<file path="config.mk">
export PLATFORM = sky130hd
export DESIGN_NAME = fifo_rd_ptr_ctrl_flat
export DESIGN_NICKNAME = d
export VERILOG_FILES = /design/src/rtl/fifo_rd_ptr_ctrl_if.sv /design/src/rtl/fifo_rd_ptr_ctrl.sv /design/src/flat_wrapper.sv
export SDC_FILE = /design/constraint.sdc
export NUM_CORES = 1
export LEC_CHECK = 0
export ABC_AREA = 1
export BUFFER_PORTS_ARGS = -buffer_cell sky130_fd_sc_hd__buf_2
export CAP_MARGIN = 20
export CELL_PAD_IN_SITES_DETAIL_PLACEMENT = 1
export CELL_PAD_IN_SITES_GLOBAL_PLACEMENT = 2
export CORE_MARGIN = 4
export CORE_UTILIZATION = 25
export DETAILED_ROUTE_END_ITERATION = 7
export PLACE_DENSITY_LB_ADDON = 0.1
export SYNTH_ARGS = -nofsm -noshare
export SYNTH_HDL_FRONTEND = slang
export SYNTH_SLANG_ARGS = --single-unit
export TNS_END_PERCENT = 5
</file>
<file path="constraint.sdc">
create_clock -name r_clk -period 4 [get_ports r_clk]
set_input_delay 0.4 -clock r_clk [delete_from_list [all_inputs] [get_ports r_clk]]
set_output_delay 0.4 -clock r_clk [all_outputs]
set_load 0.02 [all_outputs]
</file>
<file path="src/rtl/fifo_rd_ptr_ctrl_if.sv">
// Read-side port bundle of the async FIFO read-pointer controller.
// The master is the consumer/bench side; the slave is the controller itself.
interface fifo_rd_ptr_ctrl_if #(
  parameter int ADDR_WIDTH = 3
);
  localparam int PW = ADDR_WIDTH + 1;

  logic                  r_inc;
  logic [PW-1:0]         sync_wr_ptr;
  logic [ADDR_WIDTH-1:0] r_addr;
  logic [PW-1:0]         gray_rd_ptr;
  logic                  r_empty;
  logic                  r_almost_empty;
  logic [PW-1:0]         r_level;
  logic                  r_underflow;

  modport master (
    output r_inc,
    output sync_wr_ptr,
    input  r_addr,
    input  gray_rd_ptr,
    input  r_empty,
    input  r_almost_empty,
    input  r_level,
    input  r_underflow
  );

  modport slave (
    input  r_inc,
    input  sync_wr_ptr,
    output r_addr,
    output gray_rd_ptr,
    output r_empty,
    output r_almost_empty,
    output r_level,
    output r_underflow
  );
endinterface

</file>
<file path="src/rtl/fifo_rd_ptr_ctrl.sv">
// Read-domain pointer controller for a Gray-pointer asynchronous FIFO:
// binary/Gray read pointer, registered empty/almost-empty/level flags and underflow pulse.
module fifo_rd_ptr_ctrl #(
  parameter int ADDR_WIDTH = 3,
  parameter int AE_LEVEL   = 1
) (
  input  logic              r_clk,
  input  logic              r_rst,
  fifo_rd_ptr_ctrl_if.slave rd_if
);
  localparam int PW = ADDR_WIDTH + 1;
  localparam logic [PW-1:0] AE_THRESH = PW'(AE_LEVEL);

  logic [PW-1:0] rdBin_q;
  logic [PW-1:0] grayRd_q;
  logic          empty_q;
  logic          almostEmpty_q;
  logic [PW-1:0] level_q;
  logic          underflow_q;

  logic          pop;
  logic [PW-1:0] rdNext_d;
  logic [PW-1:0] grayRd_d;
  logic [PW-1:0] wrBin;
  logic          empty_d;
  logic          almostEmpty_d;
  logic [PW-1:0] level_d;
  logic          underflow_d;

  // Each binary bit is the XOR of all Gray bits at or above its position.
  always_comb begin
    wrBin = '0;
    for (int i = 0; i < PW; i++) begin
      wrBin[i] = ^(rd_if.sync_wr_ptr >> i);
    end
  end

  // Flags are computed from the post-pop pointer so empty lands on the last pop's edge.
  always_comb begin
    pop           = rd_if.r_inc & ~empty_q;
    rdNext_d      = rdBin_q + {{(PW-1){1'b0}}, pop};
    grayRd_d      = rdNext_d ^ (rdNext_d >> 1);
    level_d       = wrBin - rdNext_d;
    empty_d       = (grayRd_d == rd_if.sync_wr_ptr);
    almostEmpty_d = (level_d <= AE_THRESH);
    underflow_d   = rd_if.r_inc & empty_q;
  end

  always_ff @(posedge r_clk or posedge r_rst) begin
    if (r_rst) begin
      rdBin_q       <= '0;
      grayRd_q      <= '0;
      empty_q       <= 1'b1;
      almostEmpty_q <= 1'b1;
      level_q       <= '0;
      underflow_q   <= 1'b0;
    end else begin
      rdBin_q       <= rdNext_d;
      grayRd_q      <= grayRd_d;
      empty_q       <= empty_d;
      almostEmpty_q <= almostEmpty_d;
      level_q       <= level_d;
      underflow_q   <= underflow_d;
    end
  end

  assign rd_if.r_addr         = rdBin_q[ADDR_WIDTH-1:0];
  assign rd_if.gray_rd_ptr    = grayRd_q;
  assign rd_if.r_empty        = empty_q;
  assign rd_if.r_almost_empty = almostEmpty_q;
  assign rd_if.r_level        = level_q;
  assign rd_if.r_underflow    = underflow_q;
endmodule

</file>
<file path="src/flat_wrapper.sv">
// flat-port wrapper written by rule: the top's interface ports become plain ports
module fifo_rd_ptr_ctrl_flat 
#(
  parameter int ADDR_WIDTH = 3,
  parameter int AE_LEVEL   = 1
)
  (r_clk, r_rst, rd_if_r_inc, rd_if_sync_wr_ptr, rd_if_r_addr, rd_if_gray_rd_ptr, rd_if_r_empty, rd_if_r_almost_empty, rd_if_r_level, rd_if_r_underflow);
  fifo_rd_ptr_ctrl_if #(.ADDR_WIDTH(ADDR_WIDTH)) rd_if_i ();
  input  logic r_clk;
  input  logic r_rst;
  input wire logic [$bits(rd_if_i.r_inc)-1:0] rd_if_r_inc;
  input wire logic [$bits(rd_if_i.sync_wr_ptr)-1:0] rd_if_sync_wr_ptr;
  output wire logic [$bits(rd_if_i.r_addr)-1:0] rd_if_r_addr;
  output wire logic [$bits(rd_if_i.gray_rd_ptr)-1:0] rd_if_gray_rd_ptr;
  output wire logic [$bits(rd_if_i.r_empty)-1:0] rd_if_r_empty;
  output wire logic [$bits(rd_if_i.r_almost_empty)-1:0] rd_if_r_almost_empty;
  output wire logic [$bits(rd_if_i.r_level)-1:0] rd_if_r_level;
  output wire logic [$bits(rd_if_i.r_underflow)-1:0] rd_if_r_underflow;
  assign rd_if_i.r_inc = rd_if_r_inc;
  assign rd_if_i.sync_wr_ptr = rd_if_sync_wr_ptr;
  assign rd_if_r_addr = rd_if_i.r_addr;
  assign rd_if_gray_rd_ptr = rd_if_i.gray_rd_ptr;
  assign rd_if_r_empty = rd_if_i.r_empty;
  assign rd_if_r_almost_empty = rd_if_i.r_almost_empty;
  assign rd_if_r_level = rd_if_i.r_level;
  assign rd_if_r_underflow = rd_if_i.r_underflow;
  fifo_rd_ptr_ctrl #(.ADDR_WIDTH(ADDR_WIDTH), .AE_LEVEL(AE_LEVEL)) u_core (.r_clk(r_clk), .r_rst(r_rst), .rd_if(rd_if_i));
endmodule
</file>
==> metrics.yaml <==
final_layout:
  fin_util_pct: 32.19
  design_area_um2: 974.7
  final_common_cell: "buf_2"
  nets: 119
  mostFrequentLayoutCells: "buf_2, inv_1, nand2_1"
  drive_gt1_share_pct: 39.62
  seq_area_um2: 352.8
  antennaDiodeCount: 0
  area_delta_synth_final_pct: 24.44
  fin_cells: 150
  fill_cells: 371
  multi_input_area_um2: 362.8
clock_tree:
  cts.sink_count: 14
  cts_resized: 0
  cts_max_path_buffers: 2
  cts_buffers: 3
  worstSkewPairLatency_ns: 0.27
  cts_setup_buffers: 0
  tritoncts: "done"
  ctsHoldBuffers: 0
  cts.clk_slew.worst_paths_ns: 0.08
  h-tree-depth: 1
  cts_root_buf: "clkbuf_4"
grt:
  grt_usage_pct: 8.404
  grt_pass1_vias: 644
  overflow: 0
  grt_pass1_wl_um: 2753
  grt_start_max_net_pins: 15
  grt_antenna_before_repair: 0
worst_setup_path:
  cp.required_ns: 4.21
  critPathLaunchType: "register"
  reg2reg_from: "u_core.rd_if.r_empty$_DFF_PP1_"
  rrSetupSlack_ns: 1.77
  cp_max_fo: 5
  r2r-end: "u_core.rd_if.r_almost_empty$_DFF_PP1_"
  rr_worst_depth: 13
  path_class: "reg2reg"
  crit_arrival_ns: 2.45
  end_kind: "register"
sta:
  setup_tns_ns: 0
  finalSetupViolCount: 0
  rsz0062_at_grt: "no"
  worst_slew_pin_slew_ns: 0.5044
  hold_viol_final: 0
  relSlewSlack_pct: 66.33
  post-route-period-util_pct: 55.80
  fin_crit_ns: 2.232
  fmax_ghz: 0.4480
  final-max-slew-violation-count: 0
  fin_skew_ns: 0.003980
drt:
  viasPerCell: 3.780
  vias: 567
  routed_wl_um: 1478
  dr.pass1.iters: 2
  wl_per_cell_um: 9.853
  drtAntennaViolNets: 0
  drt_iter0_markers: 3
  drc: 0
synth:
  synth_area_um2: 783.3
  synth_fp_nets: 94
  synth_compound_area_share_pct: 0
  synth_cell_type_count: 17
  yosys.area_share.simple_pct: 25.56
  ys_ff_latch: 14
  synth.area.mux_share_pct: 0
  synthXorXnorAreaFrac_pct: 12.78
  yosys_warnings: 0
  synth_fa_ha_area_share_pct: 7.987
  synth_seq_area_share_pct: 45.05
  syn_inst: 82
  synth_top_family_by_area: "simple AND/OR/NAND/NOR gates"
  syn_area_per_cell_um2: 9.552
run:
  maxCapViolations: 0
placed_design:
  placed_area_um2: 938.4
  place.port_buffers: 20
  dp.final_hpwl_um: 1314
  placed_cells: 146
  place_congestion: 0.6471
floorplan:
  initial_core_util_pct: 25.87
  die_y_um: 63.98
  core.rowCount: 20
  die-area_mm2: 0.004093
  ios: 21
  dieWidth_um: 63.98
  core_area_mm2: 0.003028
pwr:
  p_leak_nw: 0.5455
  p_total_mw: 0.8489
  ir_worst_vdd_v: 0.0001885
  p_per_area_mw_per_mm2: 871.0
worst_hold_path:
  hp-class: "in2async"
outcome:
  run_status: "completed"
kinds of logic (layout without fill, tap and decap cells):
group / after synthesis / after routing
and+or+nand+nor: 36 / 36
buffers and inverters: 18 / 42
DFF: 14 / 14
xor gates and xnor gates: 9 / 9
adders and majority gates: 5 / 5
stage by stage:
stage / hold WS (ns) / setup slack, ns
2_1_floorplan: 0.2878 / 1.863
3_3_place_gp: 0.4573 / 1.782
3_5_place_dp: 0.4613 / 1.761
4_1_cts: 0.1592 / 1.733
5_1_grt: 0.1764 / 1.586
6_report: 0.1398 / 1.768
cells in the mapped netlist (all sizes together):
master | number | area share (%)
dfrtp | 12 | 38
dfstp | 2 | 6.7
ha | 5 | 8.0
inv | 18 | 8.6
nand2 | 21 | 13
nand3 | 8 | 7.7
nor2 | 6 | 3.5
or2 | 1 | 1.1
xnor2 | 2 | 2.2
xnor3 | 1 | 2.9
xor2 | 6 | 7.7
routing by layer:
metal	vias up	GRT usage [%]	part of all wire (%)
met1	261	10.50	48
li1	291	-	-
met4	0	4.043	1.2
met3	2	0.8787	4.1
met2	13	14.32	47
met5	-	0	0
state kept, by name, summed over array words and instances (netlist names):
register / cells
u_core.rd_if.r_underflow: 1
u_core.rd_if.r_empty: 1
u_core.rd_if.r_level: 4
u_core.rdBin_q: 3
u_core.rd_if.r_almost_empty: 1
u_core.rd_if.gray_rd_ptr: 4
how the worst max path moves through the flow:
stage | startpoint | end | slack [ns]
5_1_grt | u_core.rd_if.r_empty$_DFF_PP1_ | u_core.rd_if.r_almost_empty$_DFF_PP1_ | 1.59
2_1_floorplan | u_core.rd_if.r_empty$_DFF_PP1_ | u_core.rd_if.r_almost_empty$_DFF_PP1_ | 1.86
4_1_cts | u_core.rd_if.r_empty$_DFF_PP1_ | u_core.rd_if.r_almost_empty$_DFF_PP1_ | 1.73
3_5_place_dp | rd_if_r_inc | u_core.rd_if.r_almost_empty$_DFF_PP1_ | 1.76
3_3_place_gp | rd_if_r_inc | u_core.rd_if.r_almost_empty$_DFF_PP1_ | 1.78
6_report | u_core.rd_if.r_empty$_DFF_PP1_ | u_core.rd_if.r_almost_empty$_DFF_PP1_ | 1.77
area by class of cell:
cell class | count | share of cell area [%]
Sequential cell | 14 | 36.20
Tap cell | 44 | 5.648
Inverter | 18 | 6.932
Clock buffer | 4 | 3.723
Timing Repair Buffer | 20 | 10.27
Multi-Input combinational cell | 50 | 37.23
worst max-delay path, stage by stage, from the launching register on:
cell     delay (ns)
dfstp_2        0.55
nor2_1         0.05
ha_1           0.20
ha_1           0.39
inv_1          0.10
nand3_2        0.10
nand2_1        0.08
inv_1          0.04
ha_1           0.18
inv_1          0.05
nand2_1        0.06
xor2_1         0.16
nand2_1        0.10
nor2_2         0.11
where the power goes:
group	switching, mW	total, mW	internal, mW
Combinational	0.321	0.514	0.193
Sequential	0.0257	0.238	0.212
Clock	0.0421	0.0973	0.0552
Total	0.389	0.849	0.460
Power figures use the tool's default switching activity.
